==> src/rtl/pokemon_pkg.sv <==
// Shared types for the overworld movement and rendering path.
package pokemon_pkg;

   typedef enum logic [1:0] {
      UP    = 2'd0,
      RIGHT = 2'd1,
      DOWN  = 2'd2,
      LEFT  = 2'd3
   } dir_t;

   typedef enum logic [1:0] {
      REST1 = 2'd0,
      M1    = 2'd1,
      REST2 = 2'd2,
      M2    = 2'd3
   } anim_frame_t;

   typedef enum logic [1:0] {
      MV_IDLE = 2'd0,
      MV_TURN = 2'd1,
      MV_WALK = 2'd2
   } mv_state_t;

   // Walking sprite frame: a stride pose in the first half of a step, a rest
   // pose in the second half, alternating legs on every other step.
   function automatic anim_frame_t walk_frame(input logic first_half, input logic parity);
      if (first_half)
         return parity ? M2 : M1;
      else
         return parity ? REST1 : REST2;
   endfunction

endpackage

==> src/rtl/move_sequencer_frame_tick.sv <==
// Turns the raw VGA vertical sync into a one-cycle frame tick on each rising edge.
module frame_tick (
   input  logic Clk,
   input  logic Reset,
   input  logic VS,
   output logic tick
);

   logic vs_q;

   // Keep last cycle's VS; reset to 1 so no edge is seen right after reset.
   always_ff @(posedge Clk) begin
      if (Reset)
         vs_q <= 1'b1;
      else
         vs_q <= VS;
   end

   assign tick = VS & ~vs_q;

endmodule

==> src/rtl/move_sequencer.sv <==
// Tile-stepped camera movement with turn-in-place and walk animation.
module move_sequencer
   import pokemon_pkg::*;
#(
   parameter int STEP_PX    = 16,
   parameter int TURN_TICKS = 4,
   parameter int X_MAX      = 640,
   parameter int Y_MAX      = 480,
   parameter int START_X    = 96,
   parameter int START_Y    = 96
) (
   input  logic        Clk,
   input  logic        Reset,
   input  logic        VS,
   input  logic        Character_Moving,
   input  logic [1:0]  Direction,
   input  logic        Blocked,
   output logic [10:0] topleftX,
   output logic [10:0] topleftY,
   output logic [1:0]  Facing,
   output logic [1:0]  Frame,
   output logic        Walking,
   output logic        Step_Done
);

   localparam int CNT_MAX = (STEP_PX > TURN_TICKS) ? STEP_PX : TURN_TICKS;
   localparam int CNT_W   = $clog2(CNT_MAX + 1);

   localparam logic [CNT_W-1:0] STEP_LAST = CNT_W'(STEP_PX - 1);
   localparam logic [CNT_W-1:0] HALF_STEP = CNT_W'(STEP_PX / 2);
   localparam logic [CNT_W-1:0] TURN_LAST = CNT_W'(TURN_TICKS - 1);
   localparam logic [CNT_W-1:0] CNT_ONE   = CNT_W'(1);

   localparam logic [11:0] STEP_EXT  = 12'(STEP_PX);
   localparam logic [11:0] X_MAX_EXT = 12'(X_MAX);
   localparam logic [11:0] Y_MAX_EXT = 12'(Y_MAX);

   logic              tick;
   mv_state_t         state, state_n;
   logic [CNT_W-1:0]  counter, counter_n;
   logic              parity, parity_n;
   dir_t              facing, facing_n;
   logic [10:0]       pos_x, pos_y, pos_x_n, pos_y_n;
   logic [10:0]       moved_x, moved_y;
   logic [11:0]       x_ext, y_ext;
   logic              step_legal;
   anim_frame_t       frame_q, frame_n;
   logic              walking_q, walking_n;
   logic              done_q, done_n;

   frame_tick u_frame_tick (
      .Clk   (Clk),
      .Reset (Reset),
      .VS    (VS),
      .tick  (tick)
   );

   assign x_ext = {1'b0, pos_x};
   assign y_ext = {1'b0, pos_y};

   // A new step is allowed only onto a passable tile that keeps the camera in bounds.
   always_comb begin
      step_legal = 1'b0;
      unique case (facing)
         UP:    step_legal = (y_ext >= STEP_EXT);
         DOWN:  step_legal = ((y_ext + STEP_EXT) <= Y_MAX_EXT);
         LEFT:  step_legal = (x_ext >= STEP_EXT);
         RIGHT: step_legal = ((x_ext + STEP_EXT) <= X_MAX_EXT);
      endcase
      if (Blocked)
         step_legal = 1'b0;
   end

   // Position one pixel further along the facing direction.
   always_comb begin
      moved_x = pos_x;
      moved_y = pos_y;
      unique case (facing)
         UP:    moved_y = pos_y - 11'd1;
         DOWN:  moved_y = pos_y + 11'd1;
         LEFT:  moved_x = pos_x - 11'd1;
         RIGHT: moved_x = pos_x + 11'd1;
      endcase
   end

   // Next-state logic: everything advances only on frame ticks.
   always_comb begin
      state_n   = state;
      counter_n = counter;
      parity_n  = parity;
      facing_n  = facing;
      pos_x_n   = pos_x;
      pos_y_n   = pos_y;
      done_n    = 1'b0;

      if (tick) begin
         unique case (state)
            MV_IDLE: begin
               if (Character_Moving) begin
                  if (dir_t'(Direction) != facing) begin
                     facing_n  = dir_t'(Direction);
                     state_n   = MV_TURN;
                     counter_n = '0;
                  end else if (step_legal) begin
                     state_n   = MV_WALK;
                     counter_n = '0;
                     pos_x_n   = moved_x;
                     pos_y_n   = moved_y;
                  end
               end
            end
            MV_TURN: begin
               if (counter == TURN_LAST) begin
                  state_n   = MV_IDLE;
                  counter_n = '0;
               end else begin
                  counter_n = counter + CNT_ONE;
               end
            end
            MV_WALK: begin
               if (counter == STEP_LAST) begin
                  done_n    = 1'b1;
                  parity_n  = ~parity;
                  counter_n = '0;
                  if (Character_Moving && (dir_t'(Direction) == facing) && step_legal) begin
                     pos_x_n = moved_x;
                     pos_y_n = moved_y;
                  end else begin
                     state_n = MV_IDLE;
                  end
               end else begin
                  counter_n = counter + CNT_ONE;
                  pos_x_n   = moved_x;
                  pos_y_n   = moved_y;
               end
            end
            default: begin
               state_n   = MV_IDLE;
               counter_n = '0;
            end
         endcase
      end

      walking_n = (state_n == MV_WALK);
      if (state_n == MV_WALK)
         frame_n = walk_frame(counter_n < HALF_STEP, parity_n);
      else
         frame_n = REST1;
   end

   // State, position and output registers; reset wins over a same-cycle tick.
   always_ff @(posedge Clk) begin
      if (Reset) begin
         state     <= MV_IDLE;
         counter   <= '0;
         parity    <= 1'b0;
         facing    <= DOWN;
         pos_x     <= 11'(START_X);
         pos_y     <= 11'(START_Y);
         frame_q   <= REST1;
         walking_q <= 1'b0;
         done_q    <= 1'b0;
      end else begin
         state     <= state_n;
         counter   <= counter_n;
         parity    <= parity_n;
         facing    <= facing_n;
         pos_x     <= pos_x_n;
         pos_y     <= pos_y_n;
         frame_q   <= frame_n;
         walking_q <= walking_n;
         done_q    <= done_n;
      end
   end

   assign topleftX  = pos_x;
   assign topleftY  = pos_y;
   assign Facing    = facing;
   assign Frame     = frame_q;
   assign Walking   = walking_q;
   assign Step_Done = done_q;

endmodule
==> config.mk <==
export PLATFORM = sky130hd
export DESIGN_NAME = move_sequencer
export DESIGN_NICKNAME = d
export VERILOG_FILES = /design/src/rtl/pokemon_pkg.sv /design/src/rtl/move_sequencer_frame_tick.sv /design/src/rtl/move_sequencer.sv
export SDC_FILE = /design/constraint.sdc
export NUM_CORES = 1
export LEC_CHECK = 0
export ABC_AREA = 1
export BUFFER_PORTS_ARGS = -buffer_cell sky130_fd_sc_hd__buf_2
export CAP_MARGIN = 5
export CORE_MARGIN = 4
export CORE_UTILIZATION = 30
export CTS_BUF_LIST = sky130_fd_sc_hd__clkbuf_4 sky130_fd_sc_hd__clkbuf_8
export CTS_CLUSTER_SIZE = 12
export DETAILED_ROUTE_END_ITERATION = 8
export RECOVER_POWER = 50
export SYNTH_ARGS = -nofsm -noshare
export SYNTH_HDL_FRONTEND = slang
export SYNTH_SLANG_ARGS = --single-unit
==> constraint.sdc <==
create_clock -name Clk -period 5.85 [get_ports Clk]
set_input_delay 0.8775 -clock Clk [delete_from_list [all_inputs] [get_ports Clk]]
set_output_delay 0.8775 -clock Clk [all_outputs]
set_load 0.02 [all_outputs]
* Word level (Yosys, flattened, before mapping) *
Index checks and enable logic that the tools add are counted.

storage, ports and cells
  word-level logic and storage cells = 89
  register bits = 37
  output and inout bits = 28
  bits of input ports = 7

operators by class
  add/subtract/negate cells = 7
  bitwise logic cells = 6
  $lt $le $gt $ge = 5
  reductions and logical operators = 9
  multiplexer cells = 38
  equality and inequality tests = 14

operators with widths
  cell                                                                                   count
  11-bit two-way mux                                                                     10
  11-bit case mux with 2 select lines                                                    4
  5-bit two-way mux                                                                      6
  11-bit by 5-bit adder with 12-bit output (second input constant)                       2
  11-bit by 1-bit adder with 11-bit output (second input constant)                       2
  11-bit by 5-bit greater-or-equal comparator with 1-bit output (second input constant)  2
  11-bit by 1-bit subtractor with 11-bit output (second input constant)                  2
  2-bit two-way mux                                                                      10
  5-bit case mux with 3 select lines                                                     1
  12-bit by 10-bit less-or-equal comparator with 1-bit output (second input constant)    1
  12-bit by 9-bit less-or-equal comparator with 1-bit output (second input constant)     1
  2-bit == test (second input constant)                                                  4
  2-bit inequality test (second input constant)                                          3
  2-bit case mux with 3 select lines                                                     1
  6-bit AND reduction                                                                    1
  5-bit by 1-bit adder with 5-bit output (second input constant)                         1
  5-bit by 2-bit == test with 1-bit output (second input constant)                       1
  5-bit by 4-bit == test with 1-bit output (second input constant)                       1
  5-bit by 4-bit less-than comparator with 1-bit output (second input constant)          1
  1-bit two-way mux                                                                      5
  1-bit NOT                                                                              5
  2-bit by 1-bit == test with 1-bit output (second input constant)                       2
  2-bit logical NOT                                                                      2
  1-bit case mux with 4 select lines                                                     1
  9 further kinds                                                                        10

* Logic depth before layout (Yosys ltp) *
  depth in word-level cells = 12
  mapped depth = 19
  depth with buffers taken out = 19

* Modules after synthesis *
From an unflattened synthesis, not the netlist that was laid out.

unflattened totals
  cells, all modules = 383
  area total of the unflattened synthesis = 2622.5 µm²

by module, submodules not included
  module          seq. area each (µm²)  cells each  area each (µm²)  times used
  move_sequencer  720.7                 378         2585.0           1
  frame_tick      20.0                  5           37.5             1

* Least setup slack after synthesis *
Ideal clock, no wire load.

  path type = register to register
  start point = register facing[0] (netlist: Facing[0])
  end point = register pos_x[8] (netlist: topleftX[8])
  cell stages (with the launch flop) = 13
  clock period less this slack = 2.373 ns
  setup time = 0.070 ns
  path buffers = 1
  arrival time = 2.302 ns
  data required time = 5.780 ns
  path slack = 3.477 ns
  cells stage by stage = dfxtp_1 buf_6 nand2_1 ha_1 a21oi_1 o21ai_0 a21oi_1 nor2_1 o21ai_0 nand2_1 xor2_1 nand4_1 a21oi_1

between the ends
  word-level cells in the longest chain between the ends = 6
  elaborated cells between the ends (all ways) = 21
  those cells by class = eq/ne: 8; mux: 9; reduce/logical: 4

RTL lines
  item                                                                                              line                                          source
  start: declaration                                                                                move_sequencer.sv:42                          dir_t facing, facing_n;
  start signal: assignment                                                                          move_sequencer.sv:167                         facing <= facing_n;
  2-bit by 1-bit == test with 1-bit output, or another cell as far along                            move_sequencer.sv:64, move_sequencer.sv:78
  1-bit case mux with 4 select lines / 11-bit case mux with 2 select lines (equally long branches)  move_sequencer.sv:64, move_sequencer.sv:78
  1-bit two-way mux / 11-bit two-way mux (equally long branches)                                    move_sequencer.sv:70, move_sequencer.sv:104
  1-bit logical AND / 11-bit two-way mux (equally long branches)                                    move_sequencer.sv:125, move_sequencer.sv:100
  3-bit inequality test (no line) / 11-bit two-way mux (equally long branches)                      -
  6-bit AND reduction (no line) / 11-bit case mux with 2 select lines (equally long branches)       -
  end signal: assignment                                                                            move_sequencer.sv:158                         pos_x <= 11'(START_X);
  end signal: assignment                                                                            move_sequencer.sv:168                         pos_x <= pos_x_n;
  end: declaration                                                                                  move_sequencer.sv:43                          logic [10:0] pos_x, pos_y, pos_x_n, pos_y_n;

Several ways; a longest one is shown, not always the timed one. The select of a mux whose other input is x is not followed.
A chain may end at the register's enable or synchronous reset.

* Worst setup path after layout *
  start point = register facing[0] (netlist: Facing[0])
  end point = register pos_y[5] (netlist: topleftY[5])

between the ends
  word-level cells in the longest chain between the ends = 6
  elaborated cells between the ends (all ways) = 21
  those cells by class = eq/ne: 8; mux: 9; reduce/logical: 4

RTL lines
  item                                                                                              line                                          source
  2-bit by 1-bit == test with 1-bit output, or another cell as far along                            move_sequencer.sv:64                          unique case (facing)
  1-bit case mux with 4 select lines / 11-bit case mux with 2 select lines (equally long branches)  move_sequencer.sv:64, move_sequencer.sv:78
  1-bit two-way mux / 11-bit two-way mux (equally long branches)                                    move_sequencer.sv:70, move_sequencer.sv:104
  1-bit logical AND / 11-bit two-way mux (equally long branches)                                    move_sequencer.sv:125, move_sequencer.sv:100
  3-bit inequality test (no line) / 11-bit two-way mux (equally long branches)                      -
  6-bit AND reduction (no line) / 11-bit case mux with 2 select lines (equally long branches)       -
  end signal: assignment                                                                            move_sequencer.sv:159                         pos_y <= 11'(START_Y);
  end signal: assignment                                                                            move_sequencer.sv:169                         pos_y <= pos_y_n;
  end: declaration                                                                                  move_sequencer.sv:43

Several ways; a longest one is shown, not always the timed one. The select of a mux whose other input is x is not followed.

==> flow_results.xml <==
<?xml version="1.0" encoding="UTF-8"?>
<metrics>
  <group name="sta">
    <metric name="pin_slew_with_the_least_headroom_to_its_limit" unit="ns">1.11</metric>
    <metric name="setup_tns" unit="ns">0</metric>
    <metric name="report.final.setup_viol" unit="">0</metric>
    <metric name="layout_min_cycle_time" unit="ns">2.99</metric>
    <metric name="slew-limit-headroom" unit="%">26.3</metric>
    <metric name="post-route-period-util" unit="%">51.1</metric>
    <metric name="setup_repair_after_global_routing_missed_its_margin" unit="">false</metric>
    <metric name="finalMaxSlewViolations" unit="">0</metric>
    <metric name="hold_slack" unit="ns">0.507</metric>
    <metric name="maxClockFrequency" unit="GHz">0.335</metric>
    <metric name="hold_violations" unit="">0</metric>
    <metric name="finalClockSkew" unit="ns">0.00460</metric>
  </group>
  <group name="yosys">
    <metric name="yosys.area.top_type" unit="">dfxtp_1</metric>
    <metric name="total_nets_after_synthesis" unit="">447</metric>
    <metric name="seq_area_frac_synth" unit="%">26.8</metric>
    <metric name="netlist_top_cells_count" unit="">nand2_1 (98), nor2_1 (56), inv_1 (52)</metric>
    <metric name="synthFlopType" unit="">dfxtp_1</metric>
    <metric name="post_synth.cell_area_avg" unit="um2">6.67</metric>
    <metric name="synth_async_sr_flop_share" unit="%">0</metric>
    <metric name="synth_top_cell_area_share" unit="%">26.8</metric>
    <metric name="synth_edf_count" unit="">0</metric>
    <metric name="post_synth_inst_count" unit="">415</metric>
    <metric name="xor_and_xnor_area_share_after_synthesis" unit="%">6.64</metric>
    <metric name="yosysUniqueCellTypes" unit="">37</metric>
    <metric name="post_synth_instance_area" unit="mm2">0.00277</metric>
    <metric name="synth_top_family_by_area" unit="">simple AND/OR/NAND/NOR gates</metric>
    <metric name="synth_area_leaders" unit="">dfxtp_1 (27%), nand2_1 (13%), ha_1 (10%)</metric>
    <metric name="synth-adder-area-share" unit="%">11.8</metric>
    <metric name="synthMuxAreaShare" unit="%">0</metric>
    <metric name="ys_warn_count" unit="">0</metric>
    <metric name="synth_compound_area_share" unit="%">13.9</metric>
    <metric name="ys_seq_elements" unit="">37</metric>
    <metric name="dominant_cell_by_count_in_the_synthesized_netlist" unit="">nand2_1</metric>
    <metric name="synth-simple-area-share" unit="%">31.3</metric>
  </group>
  <group name="floorplanning">
    <metric name="num_io_pins" unit="">35</metric>
    <metric name="floorplan.rows" unit="">34</metric>
    <metric name="die_h" unit="um">104</metric>
    <metric name="fp.dieW" unit="um">104</metric>
    <metric name="floorplan.die_area" unit="mm2">0.0108</metric>
    <metric name="initial_utilization" unit="%">31.3</metric>
    <metric name="core_region_area" unit="mm2">0.00885</metric>
  </group>
  <group name="cts">
    <metric name="cts_resized" unit="">0</metric>
    <metric name="ctsRootBufferMaster" unit="">clkbuf_8</metric>
    <metric name="htree_num_levels" unit="">2</metric>
    <metric name="post_cts_hold_buffer_count" unit="">0</metric>
    <metric name="post_cts.repair.setup_buffers" unit="">0</metric>
    <metric name="clk_latency" unit="ns">0.29</metric>
    <metric name="cts_tree" unit="">built</metric>
    <metric name="worst_setup_hold_path_clk_slew" unit="ns">0.08</metric>
    <metric name="cts.sinks" unit="">37</metric>
    <metric name="number_of_cts_inserted_buffers" unit="">5</metric>
    <metric name="clock_path_buffers" unit="">2</metric>
  </group>
  <group name="grt">
    <metric name="initial_antenna_violation_count" unit="">0</metric>
    <metric name="global_route.usage.total" unit="%">12.5</metric>
    <metric name="grt_most_used_layer" unit="">met2</metric>
    <metric name="grt_pass1_vias" unit="">2510</metric>
    <metric name="largest_net_degree_at_the_start_of_global_routing" unit="">22</metric>
    <metric name="grt_util_met3" unit="%">2.48</metric>
    <metric name="grt_pass1_wl" unit="mm">11.4</metric>
    <metric name="grt_util_met1" unit="%">16.5</metric>
    <metric name="overflow" unit="">0</metric>
    <metric name="grt.met2_usage" unit="%">20.9</metric>
  </group>
  <group name="routing">
    <metric name="vias" unit="">2623</metric>
    <metric name="drt_first_pass_iters" unit="">4</metric>
    <metric name="drt_wl_cell" unit="um">12.1</metric>
    <metric name="drc_violations_left" unit="">0</metric>
    <metric name="detail_route.iter0.violations" unit="">74</metric>
    <metric name="ant_nets" unit="">0</metric>
    <metric name="route.final.wire_length" unit="mm">6.72</metric>
    <metric name="routed_via_density" unit="">4.72</metric>
  </group>
  <group name="worst_setup_path">
    <metric name="cp.required" unit="ns">6.03</metric>
    <metric name="timing.critical_path.to_type" unit="">register</metric>
    <metric name="crit_chain" unit="">nand2_1 -&gt; nor2_1 -&gt; nand2_1 -&gt; nand2_1 -&gt; inv_1 -&gt; nand2_1 -&gt; nand2_2 -&gt; o21ai_1 -&gt; nand3_2 -&gt; a21oi_1 -&gt; o21ai_1</metric>
    <metric name="crit_type" unit="">register to register</metric>
    <metric name="timing.critical_path.arrival" unit="ns">3.17</metric>
    <metric name="crit_path_frequent_cell" unit="">nand2_1</metric>
    <metric name="worstSetupStartpointType" unit="">register</metric>
    <metric name="cp_num_buf_inv" unit="">1</metric>
    <metric name="critPathMaxStageDelay" unit="ns">0.62</metric>
    <metric name="timing.critical_path.slowest_stage_cell" unit="">o21ai_1</metric>
    <metric name="crit_family" unit="">simple AND/OR/NAND/NOR gates</metric>
    <metric name="worst-path-stages" unit="">11</metric>
    <metric name="critical_path.max_fanout" unit="">20</metric>
    <metric name="worstRegToRegCells" unit="">11</metric>
  </group>
  <group name="final_layout">
    <metric name="area_delta_synth_final" unit="%">11.6</metric>
    <metric name="final_net_count" unit="">479</metric>
    <metric name="insertedDiodeCount" unit="">0</metric>
    <metric name="final_util" unit="%">34.9</metric>
    <metric name="drive_gt1_share" unit="%">6.03</metric>
  </group>
  <group name="placement">
    <metric name="port_buffers" unit="">34</metric>
    <metric name="detailed_place_hpwl" unit="mm">5.15</metric>
    <metric name="gpl.final_weighted_congestion" unit="">0.846</metric>
  </group>
  <group name="power_and_ir_drop">
    <metric name="p_leak" unit="nW">1.47</metric>
    <metric name="power.density" unit="mW/mm2">184</metric>
    <metric name="ir_worst_vdd" unit="mV">0.0805</metric>
    <metric name="design_power_total" unit="uW">567</metric>
  </group>
  <group name="run">
    <metric name="max_cap_violations" unit="">0</metric>
  </group>
  <group name="hold_path">
    <metric name="hold-path-cell-count" unit="">2</metric>
    <metric name="timing.hold.worst.class" unit="">register to register</metric>
  </group>
  <group name="run_status">
    <metric name="run_status" unit="">finished clean</metric>
  </group>
</metrics>
## registers in the layout (all words and copies together), names as in the netlist
name / flops
topleftX: 11
parity: 1
counter: 5
u_frame_tick.vs_q: 1
Walking: 1
topleftY: 11
Frame: 2
Facing: 2
state: 2
Step_Done: 1
## final cells by class
type / instances / area (um2)
clock buffer: 5 / 68.8
clock inverter: 3 / 46.3
timing repair buffer: 34 / 134
inverter: 54 / 203
fill: 977 / 5760
sequential: 37 / 741
multi-input combinational: 315 / 1760
tap: 108 / 135
## final timing paths
path                            startpoint          end  slack [ns]
worst min-delay path            counter[0]   counter[0]        0.51
worst max register to register   Facing[0]  topleftY[5]        2.86
worst min register to register  counter[0]   counter[0]        0.51
worst max-delay path             Facing[0]  topleftY[5]        2.86
## layout by cell type (no fill, tap or decap), types with 2 or more instances in the layout
master and count:
a21oi_1 41, buf_2 5, clkbuf_1 29, clkbuf_8 5
dfxtp_1 37, fa_1 2, ha_1 23, inv_1 52
inv_2 2, nand2_1 98, nand2_2 2, nand3_1 11
nand3_2 2, nand4_1 12, nor2_1 56, nor3_1 8
o2111ai_1 3, o211ai_1 2, o21ai_0 14, o21ai_1 4
o31ai_1 2, or2_2 3, xnor2_1 5, xor2_1 16
## layer usage
metal | share of wire [%] | wire (um) | vias to the layer above
met2 | 46 | 3060 | 38
met1 | 49 | 3320 | 1168
met5 | 0 | 0 | -
met4 | 0.86 | 58 | 0
li1 | - | - | 1412
met3 | 4.2 | 283 | 5
## metrics by stage
stage | instances | setup slack, ns | area [um2]
4_1_cts | 556 | 2.86 | 3130
2_1_floorplan | 415 | 3.48 | 2770
3_5_place_dp | 548 | 2.62 | 3010
5_1_grt | 556 | 2.54 | 3090
6_report | 556 | 2.86 | 3090
3_3_place_gp | 548 | 2.72 | 3010
## where the power goes
group	total [mW]	switching [mW]	internal, mW
clock	0.226	0.0981	0.128
sequential	0.264	0.00662	0.258
combinational	0.0771	0.0526	0.0246
total	0.567	0.157	0.410
## cells by family after synthesis
family                     count (synthesis)
AOI/OAI and AO/OA                         70
xor gates and xnor gates                  21
adders and majority gates                 25
and+or+nand+nor                          199
buffers and inverters                     63
DFF                                       37
## worst min-delay path, cell delays in order (launching register included)
cell and delay, ns:
dfxtp_1 0.33, inv_1 0.07, a211oi_1 0.06
Note: power is estimated with default switching activity, not from simulation.
